## config.mk

```make
export PLATFORM = sky130hd
export DESIGN_NAME = mem_output_collector
export DESIGN_NICKNAME = d
export VERILOG_FILES = /design/src/rtl/mem_output_collector.sv
export SDC_FILE = /design/constraint.sdc
export NUM_CORES = 1
export LEC_CHECK = 0
export ABC_AREA = 1
export CELL_PAD_IN_SITES_DETAIL_PLACEMENT = 0
export CELL_PAD_IN_SITES_GLOBAL_PLACEMENT = 2
export CORE_ASPECT_RATIO = 2
export CORE_UTILIZATION = 31
export DETAILED_ROUTE_END_ITERATION = 12
export GPL_TIMING_DRIVEN = 0
export HOLD_SLACK_MARGIN = 0.06
export PLACE_DENSITY = 0.87
export SKIP_CTS_REPAIR_TIMING = 1
export SYNTH_ARGS = -nofsm -noshare
export SYNTH_HDL_FRONTEND = slang
export SYNTH_SLANG_ARGS = --single-unit
```

## constraint.sdc

```tcl
create_clock -name clk -period 2.1 [get_ports clk]
set_input_delay 0.42 -clock clk [delete_from_list [all_inputs] [get_ports clk]]
set_output_delay 0.42 -clock clk [all_outputs]
set_load 0.01 [all_outputs]
```

## src/rtl/mem_output_collector.sv

```systemverilog
// Reassembles a descending-index word stream into one block.
// One collection buffer plus one output buffer for the consumer.
module mem_output_collector #(
    parameter int WORD_W    = 16,
    parameter int NUM_WORDS = 16,
    parameter int CNT_W     = $clog2(NUM_WORDS + 1)
) (
    input  logic                             clk,
    input  logic                             rst,
    input  logic                             flush,
    input  logic                             in_valid,
    input  logic [WORD_W-1:0]                in_word,
    output logic                             in_ready,
    output logic                             block_valid,
    output logic [NUM_WORDS-1:0][WORD_W-1:0] out_block,
    input  logic                             block_ack,
    output logic [CNT_W-1:0]                 word_count
);

    typedef enum logic {
        S_COLLECT,
        S_WAIT
    } state_t;

    typedef logic [NUM_WORDS-1:0][WORD_W-1:0] block_t;

    state_t state;
    block_t coll;
    block_t next_block;

    logic accept;
    logic last;
    logic ack_eff;

    assign in_ready = rst && (state == S_COLLECT);
    assign accept   = in_valid && in_ready && !flush;
    assign last     = (word_count == CNT_W'(NUM_WORDS - 1));
    assign ack_eff  = block_ack && block_valid;

    // Full block as it looks once the word arriving now lands in slot 0.
    always_comb begin
        next_block    = coll;
        next_block[0] = in_word;
    end

    // Collection, hand-off to the output buffer, and the COLLECT/WAIT FSM.
    always_ff @(posedge clk) begin
        if (!rst) begin
            state       <= S_COLLECT;
            word_count  <= '0;
            block_valid <= 1'b0;
            out_block   <= '0;
            coll        <= '0;
        end else begin
            // The first word of a block goes to the highest index.
            if (accept) begin
                for (int i = 0; i < NUM_WORDS; i++) begin
                    if (word_count == CNT_W'(NUM_WORDS - 1 - i)) begin
                        coll[i] <= in_word;
                    end
                end
            end

            if (flush) begin
                // Partial or pending block is dropped; an ack is still honoured.
                word_count <= '0;
                state      <= S_COLLECT;
                if (ack_eff) begin
                    block_valid <= 1'b0;
                end
            end else if (state == S_WAIT) begin
                if (ack_eff) begin
                    out_block   <= coll;
                    block_valid <= 1'b1;
                    word_count  <= '0;
                    state       <= S_COLLECT;
                end
            end else if (accept && last) begin
                if (!block_valid || block_ack) begin
                    out_block   <= next_block;
                    block_valid <= 1'b1;
                    word_count  <= '0;
                end else begin
                    state <= S_WAIT;
                end
            end else begin
                if (accept) begin
                    word_count <= word_count + CNT_W'(1);
                end
                if (ack_eff) begin
                    block_valid <= 1'b0;
                end
            end
        end
    end

endmodule

```

==> results by group <==
Outcome
  – Violated checks: design-rule violations, negative setup slack
  – Status: finished, violations left

Synthesis
  – Synth Area per Inst: 6.703 um2
  – Share of the synthesized area in the top cell type: 46.46%
  – Ys flop type: dfxtp_1
  – Synthesis Warnings: 0
  – Post-Synthesis Cells: 3,336
  – Most instantiated cells after synthesis: 756 x inv_1, 586 x nor2_1, 551 x nand2_1, 519 x dfxtp_1, 263 x nand4_1
  – Distinct cells, synth: 26
  – Sequential area share after synthesis: 46.46%
  – #FFs+latches synth: 519
  – Post-synth EDFFs: 0
  – Post-Syn Area: 22,360 um2
  – Net Count, Synth: 3,361
  – Top-count cell post-synth: inv_1
  – Post-synth ARST share: 0%
  – Post-synth top area cell: dfxtp_1
  – Ranking of synthesized cells by area: dfxtp_1 46%, inv_1 13%, nor2_1 9.8%

Power and ir drop
  – Power per Cell Area: 710.2 nW/um2
  – Maximum vdd drop: 0.5157 mV
  – Leakage power: 11.85 nW
  – Power Total: 20.18 mW

Timing
  – Tightest Pin Transition: 1.153 ns
  – RSZ-0062 raised after global routing: true
  – Setup ws final: -0.002748 ns
  – Clock Skews: 0.01213 ns
  – Endpoints failing setup: 1
  – Final period util: 100.1%
  – Min cycle time layout: 2.103 ns
  – Max Clock Freq: 475.6 MHz
  – Max_slew headroom: 23.11%
  – Slew Limit Fails: 0
  – Min Hold Slack: 0.2558 ns
  – Final hold violation count: 0

CTS
  – Root Driver: clkbuf_16
  – CTS tree: done
  – Clock Tree Buf Depth: 3
  – Clock transition at the registers of the reported paths: 0.07 ns
  – Clk sink count: 519
  – Skew-Pair Late Insertion Delay: 0.60 ns
  – CTS Buf Count: 51
  – H-tree depth: 2

GRT
  – First-pass GRT wire length: 119.3 mm
  – Largest net degree at the start of global routing: 14
  – GRT Total Usage: 21.74%
  – GRT overflow: 0
  – Vias in the first global route: 19,784
  – Initial antenna violation count: 0

Place
  – Detail Placement HPWL: 58.35 mm
  – Placement Setup Slack: -1.549 ns
  – Buffers added on ports: 283
  – Global placement routability congestion: 0.8475
  – Placed cells: 4,535

Worst setup path
  – RR Endpoint: out_block[165]$_SDFFE_PN0P_
  – Critical path class: reg -> out
  – Crit. End Element: output pin
  – Critical Path RT: 1.68 ns
  – Worst Path Arrival: 1.68 ns
  – CP startpoint kind: flop
  – CP top delay family: buffers and inverters
  – CP startpoint: out_block[200]$_SDFFE_PN0P_
  – Worst Path Buf+Inv: 1
  – CP Capture Point: out_block[200]
  – Max stage delay on crit path: 0.60 ns
  – FF-to-FF Start: word_count[1]$_SDFFE_PP0P_
  – Slowest CP cell: clkdlybuf4s50_1
  – R2R Setup Slk: 0.09 ns
  – CP Cell Sequence: clkdlybuf4s50_1
  – Worst r2r path cells: 10
  – Crit-path max FO: 2
  – Critical path depth: 1

Finish
  – Layout Cells excl Fill: 4,637
  – Layout overhead on the synthesized area: 27.10%
  – Post-layout net count: 3,710
  – Antenna Cells: 0
  – Layout cells sized above 1: 7.364%

Floorplanning
  – Starting Density: 31.21%
  – Die Span Y: 381.8 um
  – Die Width: 191.9 um
  – CORE AREA: 71,650 um2
  – Die area: 73,280 um2
  – Core Rows: 139
  – Ports: 284

Min path
  – Hold_sp: rst
  – Class of the worst hold path: in -> reg

Route
  – Routed len/inst: 17.25 um
  – DRC Markers: 1
  – Initial drt markers: 1,043
  – Routed vias/inst: 4.427
  – Total iterations of the first detailed-routing run: 9
  – Routed Wire Length: 79.99 mm
  – Via count: 20,528
  – DRT antenna net count: 0

Job
  – Max-Cap Viols: 0
-- report_power, final --
group / internal (mW) / switching [mW]
logic: 0.212 / 0.691
registers: 9.86 / 0.0110
clock network: 5.31 / 4.10
-- worst min-delay path, stage by stage --
cell	delay, ns
dlymetal6s2s_1	0.18
nand2_4	0.16
a21oi_1	0.05
-- sequential cells by signal, summed over array words and instances (netlist names) --
register / cells
out_block: 256
word_count: 5
coll: 256
state: 1
block_valid: 1
-- metrics by stage --
step | TNS [ns] | util (%) | instance area [um2]
6_report | -0.002748 | 39.66 | 28420
5_1_grt | -0.1848 | 39.66 | 28420
2_1_floorplan | 0 | - | 22360
3_5_place_dp | -426.96 | 36.76 | 26340
3_3_place_gp | -414.84 | 36.76 | 26340
4_1_cts | -124.47 | 39.07 | 27990
-- cells in the final DEF (no fill, tap or decap), types with 29 or more instances in the layout --
master             n
buf_2             42
inv_1            751
o21ai_0          230
clkbuf_16         53
nor2_1           585
inv_2             29
nand2_1          550
dfxtp_1          516
a21oi_1          101
clkdlybuf4s50_1  280
buf_1             31
clkbuf_1          86
clkbuf_2          43
nand4_1          263
-- cell families (layout without fill, tap and decap cells) --
kind of cell               after synthesis  after routing  share of synthesized area [%]
DFF                                    519            519                          46.46
adders and majority gates                4              4                         0.2238
and+or+nand+nor                       1424           1424                          27.20
buffers and inverters                 1011           1396                          17.46
AOI/OAI and AO/OA                      377            377                          8.617
xor gates and xnor gates                 1              1                        0.03917
-- worst min path at each step --
| stage | slack, ns | endpoint | depth (start not counted) |
|---|---|---|---|
| 2_1_floorplan | 0.43 | coll[100]$_SDFFE_PN0P_ | 2 |
| 3_3_place_gp | 0.44 | coll[118]$_SDFFE_PN0P_ | 2 |
| 3_5_place_dp | 0.44 | coll[118]$_SDFFE_PN0P_ | 2 |
| 4_1_cts | 0.45 | coll[118]$_SDFFE_PN0P_ | 2 |
| 5_1_grt | 0.25 | state$_SDFF_PP0_ | 3 |
| 6_report | 0.26 | state$_SDFF_PP0_ | 3 |
-- final cells by class --
cell class              instances  area, um2
clock buffers                  81       1562
clock inverters                 8      90.09
inverters                     782       2945
multi-input cells            1806       8163
well taps                     916       1146
flip-flops and latches        519      10390
repair buffers                299       2978
fillers                      7785      43230
plain buffers                 226       1144
-- metal layers --
layer	up-vias	routed length, um	global-route usage, %
met5	-	0	0
li1	10740	-	-
met1	9195	32790	25.07
met3	135	3967	3.400
met2	458	40310	39.19
met4	0	2930	8.818
(Power assumes the default switching activity.)
